===== src/rtl/stage3_mem_arbiter.sv =====
// Shares the single memory bus port between instruction fetch and the data stage.
// D-side has priority; a starvation counter forces a fetch grant after STARVE_LIMIT D grants.
module stage3_mem_arbiter #(
  parameter int ADDR_W       = 32,
  parameter int DATA_W       = 32,
  parameter int STARVE_LIMIT = 4
) (
  input  logic                CLK,
  input  logic                RST,
  input  logic                iren,
  input  logic [ADDR_W-1:0]   iaddr,
  output logic                i_busy,
  output logic [DATA_W-1:0]   i_rdata,
  input  logic                dren,
  input  logic                dwen,
  input  logic [ADDR_W-1:0]   daddr,
  input  logic [DATA_W-1:0]   dwdata,
  input  logic [DATA_W/8-1:0] dbyte_en,
  output logic                d_busy,
  output logic [DATA_W-1:0]   d_rdata,
  output logic                ren,
  output logic                wen,
  output logic [ADDR_W-1:0]   addr,
  output logic [DATA_W-1:0]   wdata,
  output logic [DATA_W/8-1:0] byte_en,
  input  logic                busy,
  input  logic [DATA_W-1:0]   rdata
);

  localparam int CNT_W = $clog2(STARVE_LIMIT + 1);

  typedef enum logic [1:0] {IDLE, GNT_I, GNT_D} state_t;

  state_t           state;
  logic [CNT_W-1:0] starve_cnt;

  logic d_req, i_done, d_done, arb;
  logic can_i, can_d, force_i, gnt_i, gnt_d;

  // The side completing this cycle is excluded so the other side goes back-to-back.
  always_comb begin
    d_req   = dren | dwen;
    i_done  = (state == GNT_I) && !busy;
    d_done  = (state == GNT_D) && !busy;
    arb     = (state == IDLE) || i_done || d_done;
    can_i   = iren  && (state != GNT_I);
    can_d   = d_req && (state != GNT_D);
    force_i = can_i && (starve_cnt == CNT_W'(STARVE_LIMIT));
    gnt_d   = arb && can_d && !force_i;
    gnt_i   = arb && can_i && !gnt_d;
  end

  assign i_busy  = iren  && !i_done;
  assign d_busy  = d_req && !d_done;
  assign i_rdata = i_done ? rdata : '0;
  assign d_rdata = d_done ? rdata : '0;

  always_ff @(posedge CLK) begin
    if (RST) begin
      state      <= IDLE;
      ren        <= 1'b0;
      wen        <= 1'b0;
      addr       <= '0;
      wdata      <= '0;
      byte_en    <= '0;
      starve_cnt <= '0;
    end else if (gnt_d) begin
      // Write wins when both D strobes are raised.
      state   <= GNT_D;
      ren     <= !dwen;
      wen     <= dwen;
      addr    <= daddr;
      wdata   <= dwen ? dwdata : '0;
      byte_en <= dwen ? dbyte_en : '1;
      if (!iren)
        starve_cnt <= '0;
      else if (starve_cnt != CNT_W'(STARVE_LIMIT))
        starve_cnt <= starve_cnt + 1'b1;
    end else if (gnt_i) begin
      state      <= GNT_I;
      ren        <= 1'b1;
      wen        <= 1'b0;
      addr       <= iaddr;
      wdata      <= '0;
      byte_en    <= '1;
      starve_cnt <= '0;
    end else if (i_done || d_done) begin
      state <= IDLE;
      ren   <= 1'b0;
      wen   <= 1'b0;
    end
  end

endmodule


===== config.mk =====
export PLATFORM = sky130hd
export DESIGN_NAME = stage3_mem_arbiter
export DESIGN_NICKNAME = d
export VERILOG_FILES = /design/src/rtl/stage3_mem_arbiter.sv
export SDC_FILE = /design/constraint.sdc
export NUM_CORES = 1
export LEC_CHECK = 0
export ABC_AREA = 1
export CORE_ASPECT_RATIO = 0.8
export CORE_UTILIZATION = 31
export CTS_BUF_LIST = sky130_fd_sc_hd__clkbuf_16
export CTS_CLUSTER_DIAMETER = 50
export DETAILED_ROUTE_END_ITERATION = 16
export GPL_TIMING_DRIVEN = 0
export HOLD_SLACK_MARGIN = 0.1
export PLACE_DENSITY = 0.8
export SYNTH_ARGS = -nofsm -noshare
export SYNTH_HDL_FRONTEND = slang
export SYNTH_SLANG_ARGS = --single-unit
export TNS_END_PERCENT = 20

===== constraint.sdc =====
create_clock -name CLK -period 1.5 [get_ports CLK]
set_input_delay 0.15 -clock CLK [delete_from_list [all_inputs] [get_ports CLK]]
set_output_delay 0.15 -clock CLK [all_outputs]
set_load 0.1 [all_outputs]

### Word level (Yosys, flattened, before mapping)

Index checks and enable logic that the tools add are counted.
Widths: inputs -> output; s select.

* multiplexer cells: 22
* reductions and logical operators: 26
* bitwise gates (word level): 1
* $lt $le $gt $ge: 0
* equal/unequal tests: 7
* multipliers: 0
* div/mod/pow operators: 0
* add/subtract/negate cells: 1
* shifts and indexed selects: 0

Operators with widths (count)
* $mux 32: 7
* $mux 3: 4
* $mux 4: 3
* $logic_and 1x1->1: 11
* $logic_not 1->1: 6
* $mux 2: 3
* $mux 1: 5
* $reduce_bool 2->1: 2
* $add 3x1->3 const B: 1
* $eq 3x3->1 const B: 1
* $logic_or 1x1->1: 3
* $ne 3x2->1 const B: 1
* $ne 3x3->1 const B: 1
* $reduce_bool 3->1: 1
* $eq 2x1->1 const B: 1
* $eq 2x2->1 const B: 1
* $logic_not 2->1: 1
* $ne 2x1->1 const B: 1
* $ne 2x2->1 const B: 1
* $reduce_and 2->1: 1
* $reduce_or 2->1: 1
* $or 1x1->1: 1

* logic and storage cells: 65
* output and inout port bits: 136
* input port bits: 138
* flip-flop bits (word level): 75
* memories: 0
* bits in writable memories: 0
* ROM bits: 0
* bits in latches: 0

### Depth between registers and ports, before layout

* word-level depth: 10
* mapped depth: 14
* mapped depth without buffers: 13

### Worst setup path after synthesis

Ideal clock, no wire load.

* path type: flip-flop to output port
* start: reg state[1]
* end: out d_rdata[10]
* buffers on the path: 1
* stages on the path, launching flop included: 6
* arrival time: 2145 ps
* setup slack: -795 ps
* cells stage by stage: dfxtp_1 > inv_1 > nor2_1 > nand2_1 > clkbuf_1 > nor2_1

* longest elaborated chain between the ends: 3

Ends and longest elaborated chain
* start: declaration: line 34 `state_t state;`
* start signal: assignment: line 60 `state <= IDLE;`
* start signal: assignment: line 69 `state <= GNT_D;`
* start signal: assignment: line 80 `state <= GNT_I;`
* $eq 2x2->1: line 44 `d_done = (state == GNT_D) && !busy;`
* $logic_and 1x1->1: line 44
* $mux 32: line 56 `assign d_rdata = d_done ? rdata : '0;`
* end: declaration: line 20 `output logic [DATA_W-1:0] d_rdata,`

Every way passes these cells.

### Worst setup path in the final report

* start: reg starve_cnt[0]
* end: reg addr[26]

* longest elaborated chain between the ends: 7
* elaborated cells between the ends (all ways): 8

Ends and longest elaborated chain
* start: declaration: line 35 `logic [CNT_W-1:0] starve_cnt;`
* start signal: assignment: line 78 `starve_cnt <= starve_cnt + 1'b1;`
* $eq 3x3->1 (*): line 48 `force_i = can_i && (starve_cnt == CNT_W'(STARVE_LIMIT));`
* $logic_and 1x1->1 (*): line 48
* $logic_not 1->1 (*): line 49 `gnt_d = arb && can_d && !force_i;`
* $logic_and 1x1->1 (*): line 49
* $logic_not 1->1: line 50 `gnt_i = arb && can_i && !gnt_d;`
* $logic_and 1x1->1: line 50
* $reduce_bool 2->1 (no line)
* end signal: assignment: line 72 `addr <= daddr;`
* end signal: assignment: line 83 `addr <= iaddr;`
* end: declaration: line 23 `output logic [ADDR_W-1:0] addr,`

Every way passes the cells marked *; elsewhere a longest branch is shown, timed or not.
A chain may end at the register's enable or synchronous reset.

==> flow_summary.ini <==
[pwr]
p_per_area_nw_per_um2 = 1962
p_sw_frac = 0.5547
combinationalPowerShare = 0.696
power_switching_mw = 9.781
leakage_nw = 3.726
power_frac_seq = 0.168
p_int_mw = 7.853
power.share.clock = 0.136
vdd_drop_max_mv = 1.506

[place]
dp.final_hpwl_um = 10690
globalplace.congestion = 0.7943
io_buffers = 272
dp_cells = 992

[critical_path]
r2r_start = starve_cnt[0]$_SDFFE_PP0P_
worst_path_max_delay_cell = dfxtp_2
crit_arrival_ns = 1.97
crit_chain = inv_2, ha_4, nand2_4, inv_4, nand3_4, nand2_4, nor2_4, nor2_4, buf_6, buf_12, nor2_2, nor2_1
path_class = flip-flop to flip-flop
crit_path_max_incr_delay_ns = 0.35
reg2regPathDepth = 12
r2r_slack_ns = -0.25
critPathMaxFanout = 10
worstReg2RegEnd = addr[26]$_SDFFE_PP0P_
cp-start-kind = flip-flop
cp.required_ns = 1.72
end_kind = flip-flop

[die]
dieWidth_um = 122.0
initial_core_util = 0.3240
rows = 34
die_h_um = 97.98
pin_count = 274
dieArea_sq_um = 11950
core-area_sq_um = 11020

[final_layout]
antenna_cells = 0
nFillCells = 643
final_util = 0.8156
final_cell_mix = nand2_1 (153), clkdlybuf4s50_1 (135), dfxtp_1 (71)
drive_gt1_frac = 0.3946
final_common_cell = nand2_1
nets = 1022
area_growth_pct = 151.7
fin_cells = 1031

[route]
wl_per_cell_um = 17.07
viasPerCell = 4.759
drt_first_pass_iters = 4
drc = 0
antenna_left = 0
num_vias = 4907
drt_wl_total_um = 17600
drtIter0Drc = 188

[global_route]
top_usage_layer = met2
grt_max_degree = 16
use_met1 = 0.2855
grt.total_usage = 0.2701
antenna_found_initial = 0
grt_use_met3 = 0.09404
grt_pass1_vias = 4718
gr-total-overflow = 0
grt_use_met2 = 0.4941
grt_pass1_wl_um = 24920

[clock_network]
cts_htree_levels = 3
cts_tree = done
clkLatencyLatePin_ns = 0.33
cts_made_buffers = 9
clockBufferDepth = 2
root_buffer = clkbuf_16
cts_hold_buf = 0
clock_sinks = 75
clk_pin_slew_worst_paths_ns = 0.06

[synthesis]
seq_area_frac_synth = 0.4206
ys_warn_count = 0
ys_seq_elements = 75
synth_cells = 576
netlist_area_sq_um = 3570
avgSynthCellArea_sq_um = 6.197
ys_types = 16
syn_nets = 716

[sta]
clock_skew_ns = 0.006506
holdWs_ns = 0.2672
setup_violations = 138
min_period_ns = 1.752
hold_viol = 0
relSlewSlack = 0.5709
fmax_ghz = 0.5709
drv_slew = 0
fin_tns_setup_ns = -22.70
rsz0062_at_grt = true
tightest_slew_ns = 0.6437
fin_crit_sh = 1.168
worst_slack_ns = -0.2516

[run]
drv_cap = 0

[hold_path]
min_path_type = input pin to flip-flop
worst_hold_startpoint = RST
hold_end = wdata[7]$_SDFFE_PP0P_
hold_depth = 2

[outcome]
violations = setup timing
status = finished with violations
==> repair_timing <==
action	4_1_cts	5_1_grt
pin swaps	20	36
setup endpoints to repair	211	141
cloned	7	6
buffers inserted	5	5
gates resized for setup	855	113
==> critical path: cells and delay by family (launching register included) <==
kind	cells	cell delay (ns)
AND/OR/NAND/NOR	7	0.72
buffers and inverters	4	0.40
flip-flops	1	0.35
adder cells (fa/ha/maj)	1	0.16
==> power by group through the flow <==
stage	registers [mW]	clock network [mW]	logic [mW]
2_1_floorplan	6.80	0	3.80
6_report	2.96	2.40	12.3
3_5_place_dp	2.92	0	10.2
5_1_grt	3.02	2.53	12.8
3_3_place_gp	2.90	0	10.1
4_1_cts	2.92	2.44	11.1
==> final cells by class <==
| type | count | area, sq um | share of cell area |
|---|---|---|---|
| multi-input cells | 419 | 2521 | 0.2806 |
| inverters | 48 | 200.2 | 0.02228 |
| clock buffers | 9 | 225.2 | 0.02506 |
| well taps | 144 | 180.2 | 0.02005 |
| plain buffers | 35 | 414.1 | 0.04609 |
| flip-flops and latches | 75 | 1511 | 0.1682 |
| repair buffers | 294 | 3829 | 0.4261 |
| clock inverters | 7 | 105.1 | 0.01170 |
==> stage by stage <==
| stage | cell area (sq um) | power [mW] | setup WS [ns] |
|---|---|---|---|
| after global placement | 6979 | 13.05 | -1.285 |
| after CTS | 8433 | 16.41 | -0.1942 |
| final | 8986 | 17.63 | -0.2516 |
| after detailed placement | 6979 | 13.10 | -1.305 |
| after floorplan | 4076 | 10.60 | -0.09836 |
| after global routing | 8986 | 18.39 | -0.3670 |
==> layer usage <==
metal / wire length [um] / share of wire
met5: 0 / 0
met4: 640 / 0.036
met3: 1685 / 0.096
met2: 8944 / 0.51
met1: 6327 / 0.36
==> cell usage after synthesis <==
| library cell | count | share of area |
|---|---|---|
| xor2_1 | 1 | 0.0025 |
| nor3_1 | 1 | 0.0014 |
| o21ai_0 | 36 | 0.050 |
| nand3_1 | 11 | 0.015 |
| buf_2 | 8 | 0.011 |
| nand2_1 | 180 | 0.19 |
| inv_1 | 47 | 0.049 |
| buf_4 | 10 | 0.021 |
| clkbuf_1 | 17 | 0.018 |
| dfxtp_1 | 75 | 0.42 |
| nor2_1 | 144 | 0.15 |
| ha_1 | 2 | 0.0070 |
| nor2_2 | 3 | 0.0053 |
| o21ai_1 | 1 | 0.0014 |
| inv_2 | 1 | 0.0011 |
| a21oi_1 | 39 | 0.055 |
==> logic make-up (layout without fill, tap and decap cells) <==
logic type,after synthesis,after routing,synth area share
flops,75,75,0.4206
xor+xnor,1,1,0.002454
compound gates,76,76,0.1066
simple gates,339,340,0.3628
fa+ha+maj,2,2,0.007009
buf+inv,83,393,0.1006
==> worst max-delay path by stage <==
stage / from / endpoint
3_5_place_dp: busy / i_rdata[11]
6_report: starve_cnt[0]$_SDFFE_PP0P_ / addr[26]$_SDFFE_PP0P_
5_1_grt: starve_cnt[0]$_SDFFE_PP0P_ / addr[22]$_SDFFE_PP0P_
3_3_place_gp: busy / i_rdata[11]
2_1_floorplan: state[0]$_SDFFE_PP0P_ / i_rdata[10]
4_1_cts: state[0]$_SDFFE_PP0P_ / d_rdata[21]
==> registers in the layout, summed over array words and instances, names as in the netlist <==
name,flops
state,2
wdata,32
addr,32
ren,1
starve_cnt,3
wen,1
byte_en,4
Note: power is estimated with default switching activity, not from simulation.
